**src/rtl/accumulator_pkg.sv**
```systemverilog
// Shared types for the accumulator back-buffer drain path.
// Element-width codes, drain FSM states and word-width helper.
package accumulator_pkg;

    typedef enum logic [1:0] {
        BW4  = 2'd0,
        BW8  = 2'd1,
        BW16 = 2'd2
    } bw_e;

    typedef enum logic [1:0] {
        IDLE  = 2'd0,
        DRAIN = 2'd1,
        LAST  = 2'd2
    } drain_state_e;

    function automatic int word_width(input int sew);
        return sew * 4;
    endfunction

endpackage

```
**src/rtl/relu_lanes.sv**
```systemverilog
// Per-lane ReLU on one drained word (combinational).
// Each element slot is zeroed when its owning lane is negative.
module relu_lanes
    import accumulator_pkg::*;
#(
    parameter  int SEW = 4,
    localparam int WW  = word_width(SEW)
) (
    input  logic [WW-1:0] i_word,
    input  bw_e           i_bw,
    output logic [WW-1:0] o_word
);

    logic [3:0] w_neg;

    // Find the sign bit of the lane owning each slot, clear negative slots
    always_comb begin
        w_neg  = '0;
        o_word = i_word;
        for (int k = 0; k < 4; k++) begin
            case (i_bw)
                BW4:     w_neg[k] = i_word[k*SEW + SEW - 1];
                BW8:     w_neg[k] = i_word[(k/2)*2*SEW + 2*SEW - 1];
                default: w_neg[k] = i_word[WW-1];
            endcase
            if (w_neg[k]) begin
                o_word[k*SEW +: SEW] = '0;
            end
        end
    end

endmodule

```
**src/rtl/accumulator_drain.sv**
```systemverilog
// Back-buffer drain: walks bank/entry selects, streams words on valid/ready.
// Optional ReLU clamp enabled by macro ACCUMULATOR_DRAIN_RELU_EN.
module accumulator_drain
    import accumulator_pkg::*;
#(
    parameter  int BUFFER_WIDTH           = 8,
    parameter  int BANK_COUNT             = 256,
    parameter  int TILE_SIZE              = 256,
    parameter  int SMALLEST_ELEMENT_WIDTH = 4,
    localparam int WORD_W = word_width(SMALLEST_ELEMENT_WIDTH),
    localparam int ENT_W  = $clog2(BUFFER_WIDTH),
    localparam int BANK_W = $clog2(TILE_SIZE),
    localparam int IDX_W  = $clog2(BANK_COUNT*BUFFER_WIDTH)
) (
    input  logic              clk,
    input  logic              reset_n,
    input  logic              start,
    input  logic [1:0]        bitwidth,
    output logic [ENT_W-1:0]  back_buffer_bank_entry,
    output logic [BANK_W-1:0] back_buffer_bank_read,
    input  logic [WORD_W-1:0] back_buffer_data_read,
    output logic [WORD_W-1:0] out_data,
    output logic [IDX_W-1:0]  out_index,
    output logic              out_last,
    output logic              out_valid,
    input  logic              out_ready,
    output logic              busy,
    output logic              done
);

    localparam logic [ENT_W-1:0]  ENT_LAST  = ENT_W'(BUFFER_WIDTH-1);
    localparam logic [BANK_W-1:0] BANK_LAST = BANK_W'(BANK_COUNT-1);

    drain_state_e r_state;
    drain_state_e w_state_nxt;

    logic [ENT_W-1:0]  r_entry;
    logic [BANK_W-1:0] r_bank;
    logic [WORD_W-1:0] r_data;
    logic [IDX_W-1:0]  r_index;
    logic              r_last;
    logic              r_valid;
    logic              r_busy;
    logic              r_done;

    logic              w_accept;
    logic              w_load;
    logic              w_finish;
    logic              w_final;
    logic [IDX_W-1:0]  w_index;
    logic [WORD_W-1:0] w_word;

    assign w_final = (r_bank == BANK_LAST) && (r_entry == ENT_LAST);
    assign w_index = IDX_W'(r_bank) * IDX_W'(BUFFER_WIDTH)
                   + IDX_W'(r_entry);

`ifdef ACCUMULATOR_DRAIN_RELU_EN
    bw_e r_bw;

    // Capture element width at start; code 3 folds onto 16b
    always_ff @(posedge clk) begin
        if (!reset_n) begin
            r_bw <= BW4;
        end else if (w_accept) begin
            r_bw <= (bitwidth == 2'd3) ? BW16 : bw_e'(bitwidth);
        end
    end

    relu_lanes #(
        .SEW(SMALLEST_ELEMENT_WIDTH)
    ) u_relu (
        .i_word(back_buffer_data_read),
        .i_bw  (r_bw),
        .o_word(w_word)
    );
`else
    logic [1:0] w_unused_bw;
    assign w_unused_bw = bitwidth;
    assign w_word      = back_buffer_data_read;
`endif

    // State register
    always_ff @(posedge clk) begin
        if (!reset_n) begin
            r_state <= IDLE;
        end else begin
            r_state <= w_state_nxt;
        end
    end

    // Next state and load/finish strobes; start during done is ignored
    always_comb begin
        w_state_nxt = r_state;
        w_accept    = 1'b0;
        w_load      = 1'b0;
        w_finish    = 1'b0;
        case (r_state)
            IDLE: begin
                if (start && !r_done) begin
                    w_accept    = 1'b1;
                    w_state_nxt = DRAIN;
                end
            end
            DRAIN: begin
                if (!r_valid || out_ready) begin
                    w_load = 1'b1;
                    if (w_final) begin
                        w_state_nxt = LAST;
                    end
                end
            end
            LAST: begin
                if (r_valid && out_ready) begin
                    w_finish    = 1'b1;
                    w_state_nxt = IDLE;
                end
            end
            default: w_state_nxt = IDLE;
        endcase
    end

    // Selects, output register and status flags
    always_ff @(posedge clk) begin
        if (!reset_n) begin
            r_entry <= '0;
            r_bank  <= '0;
            r_data  <= '0;
            r_index <= '0;
            r_last  <= 1'b0;
            r_valid <= 1'b0;
            r_busy  <= 1'b0;
            r_done  <= 1'b0;
        end else begin
            r_done <= w_finish;
            if (w_accept) begin
                r_entry <= '0;
                r_bank  <= '0;
                r_busy  <= 1'b1;
            end
            if (w_load) begin
                r_data  <= w_word;
                r_index <= w_index;
                r_valid <= 1'b1;
                r_last  <= w_final;
                if (r_entry == ENT_LAST) begin
                    r_entry <= '0;
                    r_bank  <= w_final ? '0 : r_bank + 1'b1;
                end else begin
                    r_entry <= r_entry + 1'b1;
                end
            end
            if (w_finish) begin
                r_valid <= 1'b0;
                r_last  <= 1'b0;
                r_busy  <= 1'b0;
            end
        end
    end

    assign back_buffer_bank_entry = r_entry;
    assign back_buffer_bank_read  = r_bank;
    assign out_data               = r_data;
    assign out_index              = r_index;
    assign out_last               = r_last;
    assign out_valid              = r_valid;
    assign busy                   = r_busy;
    assign done                   = r_done;

endmodule

```
**config.mk**
```make
export PLATFORM = sky130hd
export DESIGN_NAME = accumulator_drain
export DESIGN_NICKNAME = d
export VERILOG_FILES = /design/src/rtl/accumulator_pkg.sv /design/src/rtl/relu_lanes.sv /design/src/rtl/accumulator_drain.sv
export SDC_FILE = /design/constraint.sdc
export NUM_CORES = 1
export LEC_CHECK = 0
export BUFFER_PORTS_ARGS = -buffer_cell sky130_fd_sc_hd__buf_4
export CAP_MARGIN = 20
export CORE_MARGIN = 5
export CORE_UTILIZATION = 25
export CTS_BUF_LIST = sky130_fd_sc_hd__clkbuf_16
export CTS_CLUSTER_DIAMETER = 100
export DETAILED_ROUTE_END_ITERATION = 12
export PLACE_DENSITY = 0.54
export SYNTH_ARGS = -nofsm -noshare
export SYNTH_HDL_FRONTEND = slang
export SYNTH_SLANG_ARGS = --single-unit
```
**constraint.sdc**
```tcl
create_clock -name clk -period 1.6 [get_ports clk]
set_clock_uncertainty 0.05 [all_clocks]
set_input_delay 0.24 -clock clk [delete_from_list [all_inputs] [get_ports clk]]
set_output_delay 0.24 -clock clk [all_outputs]
set_load 0.02 [all_outputs]
```
==> key figures <==
Run status
  – Run status: finished, final reports clean

Placement
  – Detailed placer's ending HPWL: 3580 µm
  – Number of buffer cells added on primary ports: 61
  – Routability congestion estimate: 0.806

Pwr
  – Power per standard cell area: 947 mW/mm²
  – Max VDD drop: 0.000545 V
  – Total power: 2530 µW
  – Static Leak: 0.00110 µW

Clocking
  – Clock transition time at the flip-flop clock pins of the worst setup and hold paths: 70 ps
  – Post-CTS setup buffer count: 0
  – Total CTS buffers: 5
  – Maximum buffer depth of the clock tree: 2
  – CTS tree: built
  – Number of clock sinks: 44
  – Clock Tree Root: sky130_fd_sc_hd__clkbuf_16
  – CTS H-tree depth: 2
  – Later-pin clock latency in the skew report: 280 ps

Critical path
  – Ordered list of cells on the worst path: and2b_2, nand3_1, buf_6, buf_4, a2111oi_2, a21o_1
  – Crit-path max FO: 9
  – Slowest cell delay on critical path: 340 ps
  – CP startpoint kind: flop
  – Required time at the worst-slack endpoint: 1780 ps
  – R2r setup slk: 80 ps
  – Buffering stage count on the worst path with inverters included: 2
  – Max stage delay cell, worst path: sky130_fd_sc_hd__dfxtp_1
  – Gate family responsible for the most delay along the worst path: simple AND/OR/NAND/NOR gates
  – Data arrival, critical path: 1700 ps
  – R2r startpoint: r_state[1]
  – Launch point of the critical path: r_state[1]
  – Crit path capture type: flop
  – Type of the setup path with the least slack: reg2reg

Timing
  – Slew of the pin with the lowest slew margin: 524 ps
  – Total Negative Setup Slacks: 0 ps
  – Total setup violations reported at the end of the flow: 0
  – Highest attainable clock frequency: 659 MHz
  – Min cycle time layout: 1520 ps
  – Final-report hold violation count: 0
  – Number of max-slew violations in the final report: 0
  – Period Utilization, post-route: 0.949
  – Max-Slew Margin vs Limit: 0.646

Global routing
  – Vias in the first global route: 1635
  – Global-route usage over all layers: 0.108
  – Initial antenna violation count: 0
  – Total congestion overflow: 0
  – Largest net degree at the start of global routing: 22
  – First-pass GRT wire length: 7710 µm

Detailed routing
  – DRC errors left: 0
  – Antenna-violating nets left: 0
  – Routed Wire Length: 4930 µm
  – Post-detailed-route wirelength per cell: 12.6 µm
  – First-iteration detailed-routing DRC count: 78
  – Total number of vias: 1718
  – Via density: 4.38
  – First-pass iteration count of the detailed router: 4

Yosys
  – Cell with the most instances after synthesis: sky130_fd_sc_hd__nand2_1
  – Synthesized net count: 243
  – Synth area leaders: sky130_fd_sc_hd__dfxtp_1 (50%), sky130_fd_sc_hd__nand2_1 (14%), sky130_fd_sc_hd__a21oi_1 (10%)
  – Primary flip-flop cell chosen by synthesis mapping: sky130_fd_sc_hd__dfxtp_1
  – Count of yosys warnings during synthesis: 0
  – Number of enable flip-flop cells after synthesis: 0
  – #FFs+latches synth: 44
  – Ranking of synthesized cells by instance count: sky130_fd_sc_hd__nand2_1 (67), sky130_fd_sc_hd__dfxtp_1 (44), sky130_fd_sc_hd__a21oi_1 (36)
  – Async S/R FF share, synth: 0
  – Synth Cell Area: 0.00177 mm²
  – Area fraction of the dominant cell type after synthesis: 0.499
  – Synthesized instance count: 218
  – Avg Synthesized Cell Area: 8.10 µm²
  – Share of the yosys chip area belonging to registers: 0.499
  – Number of distinct library cells after synthesis: 35
  – Library cell with the largest summed area after synthesis: sky130_fd_sc_hd__dfxtp_1

Die
  – Row count: 30
  – Core footprint: 0.00683 mm²
  – Effective utilization at floorplan: 0.258
  – Chip Width: 94.0 µm
  – Overall die area: 0.00884 mm²
  – Overall die height: 94.0 µm
  – Boundary Pins: 64

Layout
  – Share of final-layout standard cells stronger than drive strength 1: 0.358
  – Area Overhead vs Synth: 51.2%
  – Layout net count: 320
  – Count of antenna diodes in the layout: 0

Worst hold path
  – Min-Delay Startpoint: back_buffer_data_read[10]
  – Worst hold-check path type: in2reg

Run
  – Max-cap check violation count: 0
[logic make-up after synthesis]
logic type	share of synthesized area
compound gates	0.159
simple gates	0.269
fa+ha+maj	0.0213
mux	0.0120
buf+inv	0.0397
flops	0.499
[flip-flops by register name (all words and copies together) (netlist names)]
name                    count
busy                        1
out_valid                   1
out_data                   16
out_index                  11
back_buffer_bank_entry      3
done                        1
back_buffer_bank_read       8
r_state                     2
out_last                    1
[area by class of cell]
cell class,count,area [µm²]
multi-input cells,159,858
fillers,729,4160
well taps,96,120
flip-flops and latches,44,886
inverters,1,3.75
clock buffers,6,150
clock inverters,2,12.5
repair buffers,84,638
[cell usage in the layout, fill, tap and decap left out, types with 2 or more instances in the layout]
cell type	Yosys	routed
sky130_fd_sc_hd__a21o_1	2	2
sky130_fd_sc_hd__a21oi_1	36	35
sky130_fd_sc_hd__a31oi_1	2	2
sky130_fd_sc_hd__buf_4	1	82
sky130_fd_sc_hd__buf_6	0	2
sky130_fd_sc_hd__clkbuf_16	0	6
sky130_fd_sc_hd__clkinv_1	1	2
sky130_fd_sc_hd__dfxtp_1	44	42
sky130_fd_sc_hd__ha_4	0	2
sky130_fd_sc_hd__nand2_1	67	67
sky130_fd_sc_hd__nand3_1	8	8
sky130_fd_sc_hd__nand3b_1	3	3
sky130_fd_sc_hd__nand4_1	2	2
sky130_fd_sc_hd__nor2_1	5	5
sky130_fd_sc_hd__nor3_1	3	2
sky130_fd_sc_hd__o21a_1	2	2
sky130_fd_sc_hd__o21ai_0	4	4
sky130_fd_sc_hd__or3_1	4	4
[through the flow]
| step | setup WS [ps] | hold WS (ps) | area (µm²) | cells | utilization |
|---|---|---|---|---|---|
| 6_report | 82.0 | 157 | 2670 | 392 | 0.391 |
| 2_1_floorplan | 1.35 | 326 | 1770 | 218 | - |
| 3_5_place_dp | 18.0 | 398 | 2460 | 384 | 0.360 |
| 3_3_place_gp | 28.8 | 392 | 2460 | 384 | 0.360 |
| 5_1_grt | -21.7 | 149 | 2670 | 392 | 0.391 |
| 4_1_cts | 10.9 | 147 | 2620 | 392 | 0.384 |
[routing by layer]
layer	global-route usage	part of all wire
met1	0.140	0.47
met2	0.178	0.47
met3	0.0321	0.059
met4	0.0181	0
met5	0	0
[worst min-delay path, delay by kind of cell]
family / cells / cell delay [ps]
buffers and inverters: 1 / 110
AO/OA/AOI/OAI: 1 / 50
AND/OR/NAND/NOR: 1 / 40
[power breakdown]
| part | switching (µW) | internal [µW] |
|---|---|---|
| clock | 416 | 671 |
| combinational | 166 | 127 |
| sequential | 18.8 | 1130 |
[what timing repair did]
action	4_1_cts	5_1_grt
endpoints found under the setup margin	0	11
hold buffers	0	0
resized for setup	0	10
[worst paths after layout]
check / cells past startpoint / to
hold reg to reg: 2 / out_index[10]
setup reg to reg: 6 / back_buffer_bank_read[5]
hold / removal: 3 / out_data[10]
setup / recovery: 6 / back_buffer_bank_read[5]
Note: power is estimated with default switching activity, not from simulation.
